`src/rtl/uart_pkg.sv`:
```
// rtl/uart_pkg.sv - shared UART types, idle level and parity helper
package uart_pkg;

    typedef enum logic [2:0] {
        IDLE   = 3'd0,
        START  = 3'd1,
        DATA   = 3'd2,
        PARITY = 3'd3,
        STOP   = 3'd4
    } rx_state_t;

    localparam logic UART_IDLE_LEVEL = 1'b1;

    // XOR of the low nbits of data, inverted for odd parity; TX uses it to generate, RX to check.
    function automatic logic parity_calc(input logic [8:0] data, input int unsigned nbits,
                                         input logic odd);
        logic p;
        p = odd;
        for (int i = 0; i < 9; i++) begin
            if (i < nbits) p = p ^ data[i];
        end
        return p;
    endfunction

endpackage

```
`src/rtl/uart_rx_sampler.sv`:
```
// rtl/uart_rx_sampler.sv - rx_line synchroniser, falling-edge detect and 3-sample majority voter
module uart_rx_sampler
    import uart_pkg::*;
#(
    parameter int OS = 16,
    localparam int TW = $clog2(OS)
) (
    input  logic          clk,
    input  logic          rst_n,
    input  logic          os_tick,
    input  logic          rx_line,
    input  logic [TW-1:0] tcnt,
    output logic          line_sync,
    output logic          fall,
    output logic          bit_val
);

    localparam logic [TW-1:0] T_S0 = TW'(OS / 2 - 1);
    localparam logic [TW-1:0] T_S1 = TW'(OS / 2);

    logic r_meta, r_sync, r_prev, r_fall_pend, r_s0, r_s1;
    logic w_edge;

    assign w_edge = r_prev & ~r_sync;

    always_ff @(posedge clk or negedge rst_n) begin
        if (!rst_n) begin
            r_meta      <= UART_IDLE_LEVEL;
            r_sync      <= UART_IDLE_LEVEL;
            r_prev      <= UART_IDLE_LEVEL;
            r_fall_pend <= 1'b0;
            r_s0        <= UART_IDLE_LEVEL;
            r_s1        <= UART_IDLE_LEVEL;
        end else begin
            r_meta <= rx_line;
            r_sync <= r_meta;
            r_prev <= r_sync;
            // An edge seen between ticks is held so the tick-paced FSM cannot miss it.
            if (os_tick)
                r_fall_pend <= 1'b0;
            else if (w_edge)
                r_fall_pend <= 1'b1;
            if (os_tick && tcnt == T_S0) r_s0 <= r_sync;
            if (os_tick && tcnt == T_S1) r_s1 <= r_sync;
        end
    end

    assign line_sync = r_sync;
    assign fall      = w_edge | r_fall_pend;
    // Third sample is the live synchronised line at the resolving tick.
    assign bit_val   = (r_s0 & r_s1) | (r_s0 & r_sync) | (r_s1 & r_sync);

endmodule

```
`src/rtl/uart_rx_osn.sv`:
```
// rtl/uart_rx_osn.sv - oversampling UART receiver; parity stage enabled by UART_RX_PARITY_EN
module uart_rx_osn
    import uart_pkg::*;
#(
    parameter int OS         = 16,
    parameter int DATA_BITS  = 8,
    parameter int STOP_BITS  = 1,
    parameter int PARITY_ODD = 0
) (
    input  logic                 clk,
    input  logic                 rst_n,
    input  logic                 os_tick,
    input  logic                 rx_line,
    output logic [DATA_BITS-1:0] data_out,
    output logic                 valid,
    output logic                 framing_error,
    output logic                 parity_error,
    output logic                 busy
);

    localparam int TW = $clog2(OS);
    localparam logic [TW-1:0] T_VOTE  = TW'(OS / 2 + 1);
    localparam logic [TW-1:0] T_LAST  = TW'(OS - 1);
    localparam logic [3:0]    B_DLAST = 4'(DATA_BITS - 1);
    localparam logic [3:0]    B_SLAST = 4'(STOP_BITS - 1);

    rx_state_t            r_state;
    logic [TW-1:0]        r_tcnt;
    logic [3:0]           r_bcnt;
    logic [DATA_BITS-1:0] r_shift, r_data;
    logic                 r_valid, r_fe, r_pe, r_busy, r_armed, r_stop_err;
`ifdef UART_RX_PARITY_EN
    logic                 r_par;
`endif
    logic w_line_sync, w_fall, w_bit, w_vote, w_last;

    uart_rx_sampler #(.OS(OS)) u_sampler (
        .clk       (clk),
        .rst_n     (rst_n),
        .os_tick   (os_tick),
        .rx_line   (rx_line),
        .tcnt      (r_tcnt),
        .line_sync (w_line_sync),
        .fall      (w_fall),
        .bit_val   (w_bit)
    );

    assign w_vote = (r_tcnt == T_VOTE);
    assign w_last = (r_tcnt == T_LAST);

    always_ff @(posedge clk or negedge rst_n) begin
        if (!rst_n) begin
            r_state    <= IDLE;
            r_tcnt     <= '0;
            r_bcnt     <= '0;
            r_shift    <= '0;
            r_data     <= '0;
            r_valid    <= 1'b0;
            r_fe       <= 1'b0;
            r_pe       <= 1'b0;
            r_busy     <= 1'b0;
            r_armed    <= 1'b1;
            r_stop_err <= 1'b0;
`ifdef UART_RX_PARITY_EN
            r_par      <= 1'b0;
`endif
        end else begin
            r_valid <= 1'b0;
            if (os_tick) begin
                if (r_state != IDLE) r_tcnt <= w_last ? '0 : r_tcnt + 1'b1;
                case (r_state)
                    IDLE: begin
                        // Re-arm only once the line has recovered, so a held break yields one frame.
                        if (w_line_sync == UART_IDLE_LEVEL) r_armed <= 1'b1;
                        if (w_fall && r_armed) begin
                            r_state    <= START;
                            r_tcnt     <= '0;
                            r_busy     <= 1'b1;
                            r_stop_err <= 1'b0;
                        end
                    end
                    START: begin
                        if (w_vote && w_bit) begin
                            r_state <= IDLE;
                            r_busy  <= 1'b0;
                        end else if (w_last) begin
                            r_state <= DATA;
                            r_bcnt  <= '0;
                        end
                    end
                    DATA: begin
                        if (w_vote) r_shift <= {w_bit, r_shift[DATA_BITS-1:1]};
                        if (w_last) begin
                            if (r_bcnt == B_DLAST) begin
                                r_bcnt <= '0;
`ifdef UART_RX_PARITY_EN
                                r_state <= PARITY;
`else
                                r_state <= STOP;
`endif
                            end else begin
                                r_bcnt <= r_bcnt + 1'b1;
                            end
                        end
                    end
`ifdef UART_RX_PARITY_EN
                    PARITY: begin
                        if (w_vote) r_par <= w_bit;
                        if (w_last) r_state <= STOP;
                    end
`endif
                    STOP: begin
                        if (w_vote) begin
                            if (r_bcnt == B_SLAST) begin
                                r_valid <= 1'b1;
                                r_data  <= r_shift;
                                r_fe    <= r_stop_err | ~w_bit;
                                r_armed <= ~(r_stop_err | ~w_bit);
`ifdef UART_RX_PARITY_EN
                                r_pe    <= parity_calc(9'(r_shift), DATA_BITS, PARITY_ODD[0]) ^ r_par;
`endif
                                r_state <= IDLE;
                                r_busy  <= 1'b0;
                            end else begin
                                r_stop_err <= r_stop_err | ~w_bit;
                            end
                        end
                        if (w_last) r_bcnt <= r_bcnt + 1'b1;
                    end
                    default: begin
                        r_state <= IDLE;
                        r_busy  <= 1'b0;
                    end
                endcase
            end
        end
    end

    assign data_out      = r_data;
    assign valid         = r_valid;
    assign framing_error = r_fe;
    assign parity_error  = r_pe;
    assign busy          = r_busy;

endmodule

```
`config.mk`:
```
export PLATFORM = sky130hd
export DESIGN_NAME = uart_rx_osn
export DESIGN_NICKNAME = d
export VERILOG_FILES = /design/src/rtl/uart_pkg.sv /design/src/rtl/uart_rx_sampler.sv /design/src/rtl/uart_rx_osn.sv
export SDC_FILE = /design/constraint.sdc
export NUM_CORES = 1
export LEC_CHECK = 0
export BUFFER_PORTS_ARGS = -buffer_cell sky130_fd_sc_hd__buf_2
export CORE_AREA = 4 4 66 68
export DETAILED_ROUTE_END_ITERATION = 6
export DIE_AREA = 0 0 70 72
export PLACE_DENSITY = 0.67
export RECOVER_POWER = 25
export SYNTH_ARGS = -nofsm -noshare
export SYNTH_HDL_FRONTEND = slang
export SYNTH_SLANG_ARGS = --single-unit
```
`constraint.sdc`:
```
create_clock -name clk -period 2.3 [get_ports clk]
set_clock_uncertainty 0.2 [all_clocks]
set_input_delay 0.23 -clock clk [delete_from_list [all_inputs] [get_ports clk]]
set_output_delay 0.23 -clock clk [all_outputs]
set_load 0.01 [all_outputs]
```
==> impl_results.md <==
- Leakage: 0.0009792 uW
- Routed wire per std cell: 15.26 um
- Synth unique cells: 50
- Vias in the first global route: 1,280
- CP Buf/Inv Count: 2
- Maximum VDD drop: 626.5 uV
- Maximum net fanout on the critical path: 10
- Setup-failing EPs final: 0
- Antenna cell count: 0
- Post-Syn Instances: 153
- Max Root-Sink Buffers: 2
- Pin count of the biggest net entering global routing: 39
- Mapped Area: 1847 um^2
- Final Hold Fails: 0
- Die Span Y: 72 um
- Final wirelength: 3464 um
- Required time of the worst setup path: 2.27 ns
- FMAX: 455.8 MHz
- Post-DP HPWL: 2339 um
- CP Launch Type: flip-flop
- Synth async-reset ratio: 100.0%
- Area grow syn2layout: 14.77%
- H-tree depth: 2
- Die area: 5040 um^2
- Remaining Overflow, GRT: 0
- Warnings from Yosys: 1
- Finished Layout Cells: 227
- Max stage delay on crit path: 0.40 ns
- Routed vias/inst: 5.533
- DRC viols: 0
- # port buffers: 14
- CTS Sinks: 38
- Post-CTS Setup Inserts: 0
- Crit-path leading delay family: simple AND/OR/NAND/NOR gates
- Dominant cells by area after synthesis: dfrtp_1 (43%), dfstp_2 (8.5%), mux2_4 (7.3%)
- Worst rel slew slack: 39.48%
- Placed cell count: 217
- ANT nets after route: 0
- Post-synth top flop: dfrtp_1
- Initial antenna violation count: 0
- Setup TNS: 0 ns
- DRT Pass-1 Iters: 4
- Slew Viols, Final: 0
- Root Driver: clkbuf_8
- Post-synth EDFFs: 0
- Starting density of the core: 47.89%
- CP arrival: 2.16 ns
- Via count: 1,256
- CP max stage cell: dfrtp_1
- Initial DRC Count: 65
- First-pass GRT wire length: 5968 um
- Yosys top cell by area: dfrtp_1
- Share of layout cells above drive strength 1: 27.12%
- Tightest Pin Transition: 0.9078 ns
- Num rows: 23
- Tot GR Track Use: 14.89%
- Clk Latency, worst-skew pair: 0.29 ns
- Final Cycle Share: 95.40%
- Chip Width: 70 um
- Syn_area_per_cell: 12.07 um^2
- GPL Wtd Cong: 0.8322
- Net Count, Synth: 162
- CP Cell Sequence: inv_1, ha_1, or3b_4, or3_1, buf_4, mux2_4
- Core box area: 3856 um^2
- Synth Register Bits: 38
- Crit path time final: 2.194 ns
- CTS tree: yes
- Total CTS buffers: 5
- Status: complete, no violations
- Hold Crit Class: input port to flip-flop
- Clock transition at path regs: 0.08 ns
- Power per cell area: 920.0 nW/um^2
- Fill count: 334
- Critical Path End Type: flip-flop
- MaxCap Viol Count: 0
- Post-layout nets: 185
- Post-synth top area share: 43.36%
- Post-synthesis sequential area ratio: 51.90%
- Crit Path Category: flip-flop to flip-flop
- Io pins: 16
## where the power goes
part	switching, uW	internal, uW	total, uW
clock	226	354	579
combinational	251	233	484
sequential	97.9	789	887
## worst paths after layout
path | endpoint | slack [ns] | from | depth (start not counted)
max in group asynchronous | r_tcnt[2] | 0.92 | rst_n | 2
worst max register to register | data_out[4] | 0.11 | r_bcnt[0] | 6
worst max-delay path | data_out[4] | 0.11 | r_bcnt[0] | 6
min in group asynchronous | r_bcnt[2] | 0.40 | rst_n | 2
worst min register to register | u_sampler.line_sync | 0.17 | u_sampler.r_meta | 0
worst min-delay path | u_sampler.r_fall_pend | 0.11 | os_tick | 2
## synthesized netlist by cell type (2+ instances only)
| library cell | number |
|---|---|
| nor2_1 | 8 |
| a21o_1 | 2 |
| or2_2 | 2 |
| inv_1 | 4 |
| a32o_1 | 2 |
| nand2b_1 | 3 |
| nor2b_1 | 4 |
| nand2_1 | 7 |
| o2bb2ai_1 | 2 |
| o21ai_1 | 3 |
| mux2_4 | 9 |
| a2111oi_0 | 2 |
| dfstp_2 | 6 |
| dfrtp_1 | 32 |
| ha_1 | 5 |
| o21ai_0 | 3 |
| or3_1 | 2 |
| clkbuf_1 | 4 |
| a22o_1 | 4 |
| mux2_2 | 11 |
| nand3_1 | 7 |
| and3_1 | 2 |
| o211ai_1 | 2 |
## per-stage QoR
step / total power (uW) / instance area, um^2 / hold slack (ns) / setup WS [ns] / util (%)
2_1_floorplan: 1247 / 1847 / -0.2656 / 0.2499 / -
3_3_place_gp: 1347 / 1993 / 0.1374 / 0.1634 / 51.69
3_5_place_dp: 1373 / 1993 / 0.1364 / 0.1062 / 51.69
4_1_cts: 1962 / 2130 / 0.09039 / 0.08982 / 55.22
5_1_grt: 2073 / 2120 / 0.1065 / -0.00006151 / 54.96
6_report: 1950 / 2120 / 0.1094 / 0.1059 / 54.96
## per-layer routing
metal / vias to the layer above / share of wire [%] / global-route usage, %
li1: 606 / - / -
met1: 620 / 46 / 19.22
met2: 23 / 49 / 24.24
met3: 7 / 3.2 / 3.324
met4: 0 / 1.8 / 6.596
met5: - / 0 / 0
## flip-flops by register name, summed over array words and instances (netlist names), 3 cells and up
register,count
r_bcnt,4
r_tcnt,4
data_out,8
r_shift,8
r_state,3
## worst register-to-register path, delay by kind of cell (launching register included)
family | cells | cell delay [ns]
flip-flops | 1 | 0.40
AND/OR/NAND/NOR | 2 | 0.72
multiplexers | 1 | 0.31
buffers and inverters | 2 | 0.30
adder cells (fa/ha/maj) | 1 | 0.15
## repair_timing
| item | 4_1_cts | 5_1_grt |
|---|---|---|
| endpoints found under the setup margin | 0 | 10 |
| hold buffers | 2 | 0 |
| resized for setup | 0 | 2 |
| endpoints found under the hold margin | 33 | 0 |
## area by class of cell
class | instances | area [um^2] | share of cell area [%]
sequential | 38 | 958.4 | 45.22
timing repair buffer | 23 | 128.9 | 6.080
tap | 50 | 62.56 | 2.952
multi-input combinational | 103 | 834.6 | 39.37
clock buffer | 7 | 86.33 | 4.073
inverter | 5 | 18.77 | 0.8855
clock inverter | 1 | 30.03 | 1.417
## placed cells by master (no fill, tap or decap), types with 3 or more instances in the layout
cell type / n
nand3_1: 7
dfstp_2: 5
clkbuf_8: 6
o21ai_0: 3
a22o_1: 4
clkbuf_1: 12
buf_4: 7
nand2_1: 7
mux2_4: 9
nand2b_1: 3
nor2_1: 8
dfrtp_1: 32
mux2_2: 11
o21ai_1: 3
nor2b_1: 4
ha_1: 5
inv_1: 4
## kinds of logic after synthesis
kind of cell / synth area share [%]
other: 0.2031
buffers and inverters: 3.116
and+or+nand+nor: 11.52
muxes: 14.57
adders and majority gates: 3.930
AOI/OAI and AO/OA: 13.82
DFF: 51.90
xor gates and xnor gates: 0.9487
Note: power is estimated with default switching activity, not from simulation.
